[config.mk]
export PLATFORM = sky130hd
export DESIGN_NAME = alu_seq
export DESIGN_NICKNAME = d
export VERILOG_FILES = /design/src/rtl/alu_seq.sv
export SDC_FILE = /design/constraint.sdc
export NUM_CORES = 1
export LEC_CHECK = 0
export CORE_MARGIN = 1.5
export CORE_UTILIZATION = 55
export DETAILED_ROUTE_END_ITERATION = 8
export PLACE_DENSITY = 0.88
export SYNTH_ARGS = -nofsm -noshare
export SYNTH_HDL_FRONTEND = slang
export SYNTH_SLANG_ARGS = --single-unit
[constraint.sdc]
create_clock -name clk -period 2.85 [get_ports clk]
set_input_delay 0.4275 -clock clk [delete_from_list [all_inputs] [get_ports clk]]
set_output_delay 0.4275 -clock clk [all_outputs]
set_load 0.01 [all_outputs]
[src/rtl/alu_seq.sv]
// Chip-8 style 8XYN ALU with a valid/ready handshake and a multi-cycle binary-to-BCD
// extension (opcode 8) built on iterative shift-add-3.
module alu_seq #(
    parameter int WIDTH  = 8,
    parameter int DIGITS = 3
) (
    input  logic                  clk,
    input  logic                  rst,
    input  logic                  in_valid,
    output logic                  in_ready,
    input  logic [WIDTH-1:0]      op1,
    input  logic [WIDTH-1:0]      op2,
    input  logic [3:0]            opcode,
    output logic                  out_valid,
    input  logic                  out_ready,
    output logic [WIDTH-1:0]      out,
    output logic [4*DIGITS-1:0]   bcd,
    output logic                  carry,
    output logic                  alu_err
);

    localparam int BW = 4 * DIGITS;
    localparam int CW = (WIDTH > 1) ? $clog2(WIDTH) : 1;
    localparam logic [CW-1:0] CNT_LAST = CW'(WIDTH - 1);

    function automatic longint unsigned pow10(input int n);
        longint unsigned p;
        p = 1;
        for (int i = 0; i < n; i++) p = p * 10;
        return p;
    endfunction

    if (WIDTH < 4 || WIDTH > 32) begin : g_width_check
        $error("alu_seq: WIDTH=%0d outside 4..32", WIDTH);
    end
    if (pow10(DIGITS) <= ((64'd1 << WIDTH) - 64'd1)) begin : g_digits_check
        $error("alu_seq: DIGITS=%0d too small for WIDTH=%0d", DIGITS, WIDTH);
    end

    typedef enum logic [1:0] {
        IDLE,
        BCD_RUN,
        DONE
    } state_t;

    state_t          state;
    state_t          state_next;
    logic            accept;
    logic [CW-1:0]   cnt;
    logic [WIDTH-1:0] bin_sh;
    logic [BW-1:0]   bcd_acc;
    logic [WIDTH-1:0] bin_step;
    logic [BW-1:0]   bcd_step;
    logic [WIDTH-1:0] out_r;
    logic [BW-1:0]   bcd_r;
    logic            carry_r;
    logic            err_r;
    logic [WIDTH-1:0] alu_out;
    logic            alu_carry;
    logic            alu_bad;

    assign in_ready  = (state == IDLE) || ((state == DONE) && out_ready);
    assign accept    = in_valid && in_ready;
    assign out_valid = (state == DONE);
    assign out       = out_r;
    assign bcd       = bcd_r;
    assign carry     = carry_r;
    assign alu_err   = err_r;

    // Digits that reach 5 or more get +3 so the following doubling carries into the next decade.
    function automatic logic [BW-1:0] add3(input logic [BW-1:0] digits);
        logic [BW-1:0] adj;
        adj = digits;
        for (int d = 0; d < DIGITS; d++) begin
            if (adj[4*d +: 4] >= 4'd5) adj[4*d +: 4] = adj[4*d +: 4] + 4'd3;
        end
        return adj;
    endfunction

    assign {bcd_step, bin_step} = {add3(bcd_acc), bin_sh} << 1;

    always_comb begin
        // NOTE: every output of a combinational block gets a default first, so no path can infer a latch.
        alu_out   = '0;
        alu_carry = 1'b0;
        alu_bad   = 1'b0;
        case (opcode)
            4'h0: alu_out = op2;
            4'h1: alu_out = op1 | op2;
            4'h2: alu_out = op1 & op2;
            4'h3: alu_out = op1 ^ op2;
            4'h4: {alu_carry, alu_out} = {1'b0, op1} + {1'b0, op2};
            4'h5: begin
                alu_out   = op1 - op2;
                alu_carry = (op1 >= op2);
            end
            4'h6: begin
                alu_out   = op1 >> 1;
                alu_carry = op1[0];
            end
            4'h7: begin
                alu_out   = op2 - op1;
                alu_carry = (op2 >= op1);
            end
            4'h8: alu_out = op1;
            4'hE: begin
                alu_out   = op1 << 1;
                alu_carry = op1[WIDTH-1];
            end
            default: alu_bad = 1'b1;
        endcase
    end

    always_comb begin
        state_next = state;
        case (state)
            IDLE, DONE: begin
                if (accept)
                    state_next = (opcode == 4'h8) ? BCD_RUN : DONE;
                else if (state == DONE && out_ready)
                    state_next = IDLE;
            end
            BCD_RUN: if (cnt == CNT_LAST) state_next = DONE;
            default: state_next = IDLE;
        endcase
    end

    // NOTE: sequential state uses non-blocking assignments so every register samples pre-edge values.
    always_ff @(posedge clk) begin
        if (rst) state <= IDLE;
        else     state <= state_next;
    end

    always_ff @(posedge clk) begin
        if (rst) begin
            out_r   <= '0;
            bcd_r   <= '0;
            carry_r <= 1'b0;
            err_r   <= 1'b0;
            cnt     <= '0;
            bin_sh  <= '0;
            bcd_acc <= '0;
        end else if (accept) begin
            out_r   <= alu_out;
            bcd_r   <= '0;
            carry_r <= alu_carry;
            err_r   <= alu_bad;
            cnt     <= '0;
            bin_sh  <= op1;
            bcd_acc <= '0;
        end else if (state == BCD_RUN) begin
            bin_sh  <= bin_step;
            bcd_acc <= bcd_step;
            if (cnt == CNT_LAST) begin
                cnt   <= '0;
                bcd_r <= bcd_step;
            end else begin
                cnt <= cnt + 1'b1;
            end
        end
    end

endmodule

-- Yosys cells after proc, flatten, opt, wreduce, memory -nomap -nowiden
Index checks and enable logic that the tools add are counted.
- bits in registers: 47
- bits of input ports: 24
- output and inout port bits: 24
- logic and storage cells: 62
- add/sub/neg operators: 7
- $lt $le $gt $ge: 5
- eq/ne operators: 14
- multiplexer cells: 14
- bitwise gates (word level): 3
- reductions and logical operators: 11
- operator list (cell ; number):
    8-bit case mux with 10 select lines ; 1
    4-bit by 3-bit == test with 1-bit output, second input constant ; 4
    8-bit >= comparator ; 2
    8-bit two-way mux ; 2
    8-bit subtractor ; 2
    4-bit by 3-bit >= comparator with 1-bit output, second input constant ; 3
    10-bit OR reduction ; 1
    8-bit by 8-bit adder with 9-bit output ; 1
    4-bit by 2-bit adder with 4-bit output, second input constant ; 2
    8-bit bitwise AND ; 1
    4-bit by 2-bit == test with 1-bit output, second input constant ; 2
    4-bit == test, second input constant ; 2
    2-bit two-way mux ; 4
    4-bit two-way mux ; 2
    8-bit bitwise OR ; 1
    8-bit bitwise XOR ; 1
    3-bit two-way mux ; 2
    1-bit case mux with 5 select lines ; 1
    4-bit by 1-bit == test with 1-bit output, second input constant ; 1
    4-bit zero test ; 1
    2-bit case mux with 2 select lines ; 1
    2-bit AND reduction ; 2
    2-bit OR reduction ; 2
    3-bit by 1-bit adder with 3-bit output, second input constant ; 1
    other kinds (11) ; 12

-- Depth between registers and ports, before layout
- depth after elaboration: 6
- gate-level depth with buffers: 10
- mapped depth without buffers: 10

-- Least setup slack after synthesis
OpenSTA, ideal clock, no wires.
- kind: input to register
- start point: in op1[0]
- end point: reg out_r[6] (netlist: out[6])
- data arrival time: 2.127 ns
- path slack: 0.591 ns
- cell stages on the path: 10
- path through: inv_1 ha_1 inv_1 fa_1 nor3b_1 a211oi_1 nor2_1 mux2i_1 nor4b_2 a32oi_1
- longest elaborated chain between the ends: 2
- elaborated cells between the ends (all ways): 4
- those cells by class: 3 x add/sub; 1 x mux
- ends and longest elaborated chain (element ; line ; text):
    start, declared ; 11 ; input logic [WIDTH-1:0] op1,
    8-bit subtractor (tied with other cells) ; 102 ; alu_out = op2 - op1;
    8-bit case mux with 10 select lines (*) ; 87 ; case (opcode)
    end signal, assigned ; 144 ; out_r <= alu_out;
    end, declared ; 54 ; logic [WIDTH-1:0] out_r;
Mark *: on every way between the ends. The rest lies on a longest branch, timed or not.
A chain may end at the register's enable or synchronous reset.

-- Final worst setup path
- start point: in op1[0]
- end point: reg out_r[4] (netlist: out[4])
The elaborated chain is that of the path after synthesis.

==> qor.yml <==
sta:
  number_of_max_slew_violations_in_the_final_report: 0
  finalHoldViolations: 0
  grt_setup_unrepaired: "false"
  skew_ns: 0.0103
  max_freq_mhz: 387
  finalSetupViolCount: 0
  slew-limit-headroom_pct: 38.1
  period_minus_slack_ns: 2.58
  final_min_period_over_clock_period_pct: 90.6
  worst_max_slew_pin_slew_ns: 0.928
critical_path:
  slowest_cell_on_the_critical_path: "clkdlybuf4s50_1"
  timing.critical_path.buf_inv: 3
  crit_path_max_fanout: 6
  path_delay_family: "compound AO/OA/AOI/OAI gates"
  critical_path.max_stage_delay_ns: 0.47
  critPathArrivalTime_ns: 2.80
  critical_path_start_type: "input pin"
  endpoint_kind: "register"
  worstPathCellList: "clkdlybuf4s50_1 > buf_4 > ha_1 > inv_1 > fa_1 > o31ai_4 > o211ai_1 > o21ai_1 > a31oi_1 > a211o_1"
  cp.required_ns: 3.07
  timing.setup.critical_path_class: "in -> reg"
yosys:
  post_synth_inst_count: 504
  post_synth_and_or_nand_nor_area_fraction_pct: 20.6
  mappedNetlistArea_um2: 3960
  ys_warn_count: 0
  synth_async_sr_flop_share_pct: 0
  synth_flop_cell: "dfxtp_1"
  synth-compound-area-share_pct: 27.1
  syn-mean-instance-area_um2: 7.85
  synthTopCellsByArea: "dfxtp_1 (24%), ha_1 (13%), a21oi_1 (6.2%)"
  synth_top_family_by_area: "compound AO/OA/AOI/OAI gates"
  synth-edff-count: 0
  netlist_top_cells_count: "nand2_1 (60), a21oi_1 (49), dfxtp_1 (47)"
  yosysMostFrequentCell: "nand2_1"
  yosysSeqAreaShare_pct: 23.8
  yosys-mux-area-fraction_pct: 4.93
  area_share_of_fa_ha_maj_cells_after_synthesis_pct: 14.5
  netlist-cell-type-count: 72
  number_of_nets_in_the_synthesized_netlist: 572
  synth_top_area_share_pct: 23.8
  synth_xor_xnor_area_share_pct: 1.77
  ys_ff_latch: 47
  synth_top_area_cell: "dfxtp_1"
detailed_routing:
  post_drt_wl_per_cell_um: 18.7
  via_per_instance_ratio: 6.12
  remaining_drc_errors: 0
  first_drt_pass_iteration_count: 5
  drt_iter0_drc: 305
  route.final.wire_length_um: 12800
  dr_total_vias: 4183
  final_antenna_net_count: 0
status:
  status: "finished clean"
placed_design:
  dpl.cell_count: 676
  dpl.hpwl_um: 9840
  number_of_buffers_inserted_by_port_buffering: 47
  place_congestion: 1.05
  post_dp_cell_area_um2: 4840
hold_path:
  worst_min_path_class: "reg -> reg"
die:
  fp-row-count: 30
  initial_utilization_pct: 57.6
  dieWidth_um: 87.8
  overall_die_height_um: 87.8
  die-area_um2: 7710
  design.core.area_um2: 6870
  io-pin-count: 48
final_layout:
  fillerInstances: 561
  drive_above_1_share_pct: 14.3
  antenna_cells_inserted: 0
  flow.area_growth_from_synthesis_pct: 25.3
  share_of_the_core_filled_with_cells_pct: 72.2
  fin_nets: 655
  instances_no_fill: 684
  fin_area_um2: 4960
clocking:
  clk-insertion-delay-late_ns: 0.32
  cts.path.max_buffers: 2
  cts_post_setup_buffers_inserted: 0
  postCtsResizedCells: 0
  tritoncts.num_buffers: 5
  cts_tree: "yes"
  post_cts_hold_buffer_count: 0
  h-tree-depth: 2
  cts.root.buffer_cell: "clkbuf_8"
  worst_setup_hold_path_clk_slew_ns: 0.10
  clock_sink_count: 47
global_route:
  pin_count_of_the_biggest_net_entering_global_routing: 32
  first_global_vias: 4188
  gr-usage-all-layers_pct: 34.4
  grt_antenna_before_repair: 0
  gr-total-overflow: 0
  grt_first_pass_wirelength_um: 20500
power:
  power.total_mw: 1.76
  power_density_nw_per_um2: 355
  power.leakage_nw: 2.04
  peakVddDrop_uv: 174
flow_run:
  timing.max_cap.violations: 0
==> worst paths after layout <==
kind | startpoint | endpoint | slack [ns] | cells past startpoint
worst max-delay path | op1[0] | out[4] | 0.27 | 10
worst min-delay path | out[1] | out[1] | 0.46 | 1
worst max register to register | state[1] | out[4] | 1.03 | 6
worst min register to register | out[1] | out[1] | 0.46 | 1
==> sequential cells by signal, summed over array words and instances, names as in the netlist <==
register,cells
bcd,12
cnt,3
carry,1
bcd_acc,12
state,2
bin_sh,8
alu_err,1
out,8
==> final cells by class <==
| cell class | count | area (µm²) | area share (%) |
|---|---|---|---|
| clock buffer | 5 | 68.8 | 1.39 |
| clock inverter | 3 | 46.3 | 0.934 |
| inverter | 38 | 143 | 2.88 |
| multi-input combinational | 391 | 2730 | 55.0 |
| sequential | 47 | 941 | 19.0 |
| tap | 96 | 120 | 2.42 |
| timing repair buffer | 104 | 911 | 18.4 |
==> per-stage QoR <==
stage / hold slack, ns / worst slack [ns] / setup TNS, ns
finish: 0.458 / 0.267 / 0
global route: 0.481 / 0.159 / 0
CTS: 0.461 / 0.316 / 0
detailed placement: 0.444 / -0.00899 / -0.0102
global placement: 0.434 / 0.0242 / 0
floorplan: 0.436 / 0.591 / 0
==> placed cells by master, fill, tap and decap left out, types with 4 or more instances in the layout <==
cell type,netlist,layout
a31oi_1,6,6
nand3_1,10,10
o211ai_1,4,4
nand2b_1,9,9
nor3_1,12,12
a21o_1,5,5
clkbuf_8,0,5
clkdlybuf4s50_1,0,47
dfxtp_1,47,47
nand2_1,60,60
nor4_1,6,6
o21bai_1,5,5
nor2b_1,5,5
nor2_1,30,30
a221oi_1,6,6
mux2i_1,15,15
inv_1,35,35
a21oi_1,49,49
a211oi_1,10,10
o22ai_1,12,12
ha_1,41,41
xnor2_1,6,6
a22oi_1,5,5
o21ai_1,4,4
o32ai_1,4,4
buf_4,1,56
o21ai_0,23,23
nor3b_1,6,6
==> cells by family (layout without fill, tap and decap cells) <==
kind of cell / count (synthesis) / count (layout)
fa+ha+maj: 44 / 44
buf+inv: 66 / 150
xor+xnor: 8 / 8
flops: 47 / 47
simple gates: 161 / 161
compound gates: 160 / 160
mux: 18 / 18
==> metal layers <==
layer  vias to the layer above  track usage (%)  wire length [µm]
li1                       1989                -                 -
met3                        46             5.09               899
met2                       191             59.1              6200
met1                      1957             42.0              5210
met4                         0             16.3               453
met5                         -                0                 0
==> worst register-to-register path: stages, from the launching register on <==
cell and delay, ns:
dfxtp_1 0.35, nor2b_1 0.17, nor4b_2 0.30, nand2_1 0.35, buf_4 0.28, nor3_1 0.20
a211o_1 0.12
==> where the power goes <==
part / switching [mW] / total, mW / internal [mW]
Sequential: 0.0105 / 0.684 / 0.673
Clock: 0.271 / 0.536 / 0.265
Combinational: 0.299 / 0.540 / 0.241
Total: 0.581 / 1.76 / 1.18
Note: power is estimated with default switching activity, not from simulation.
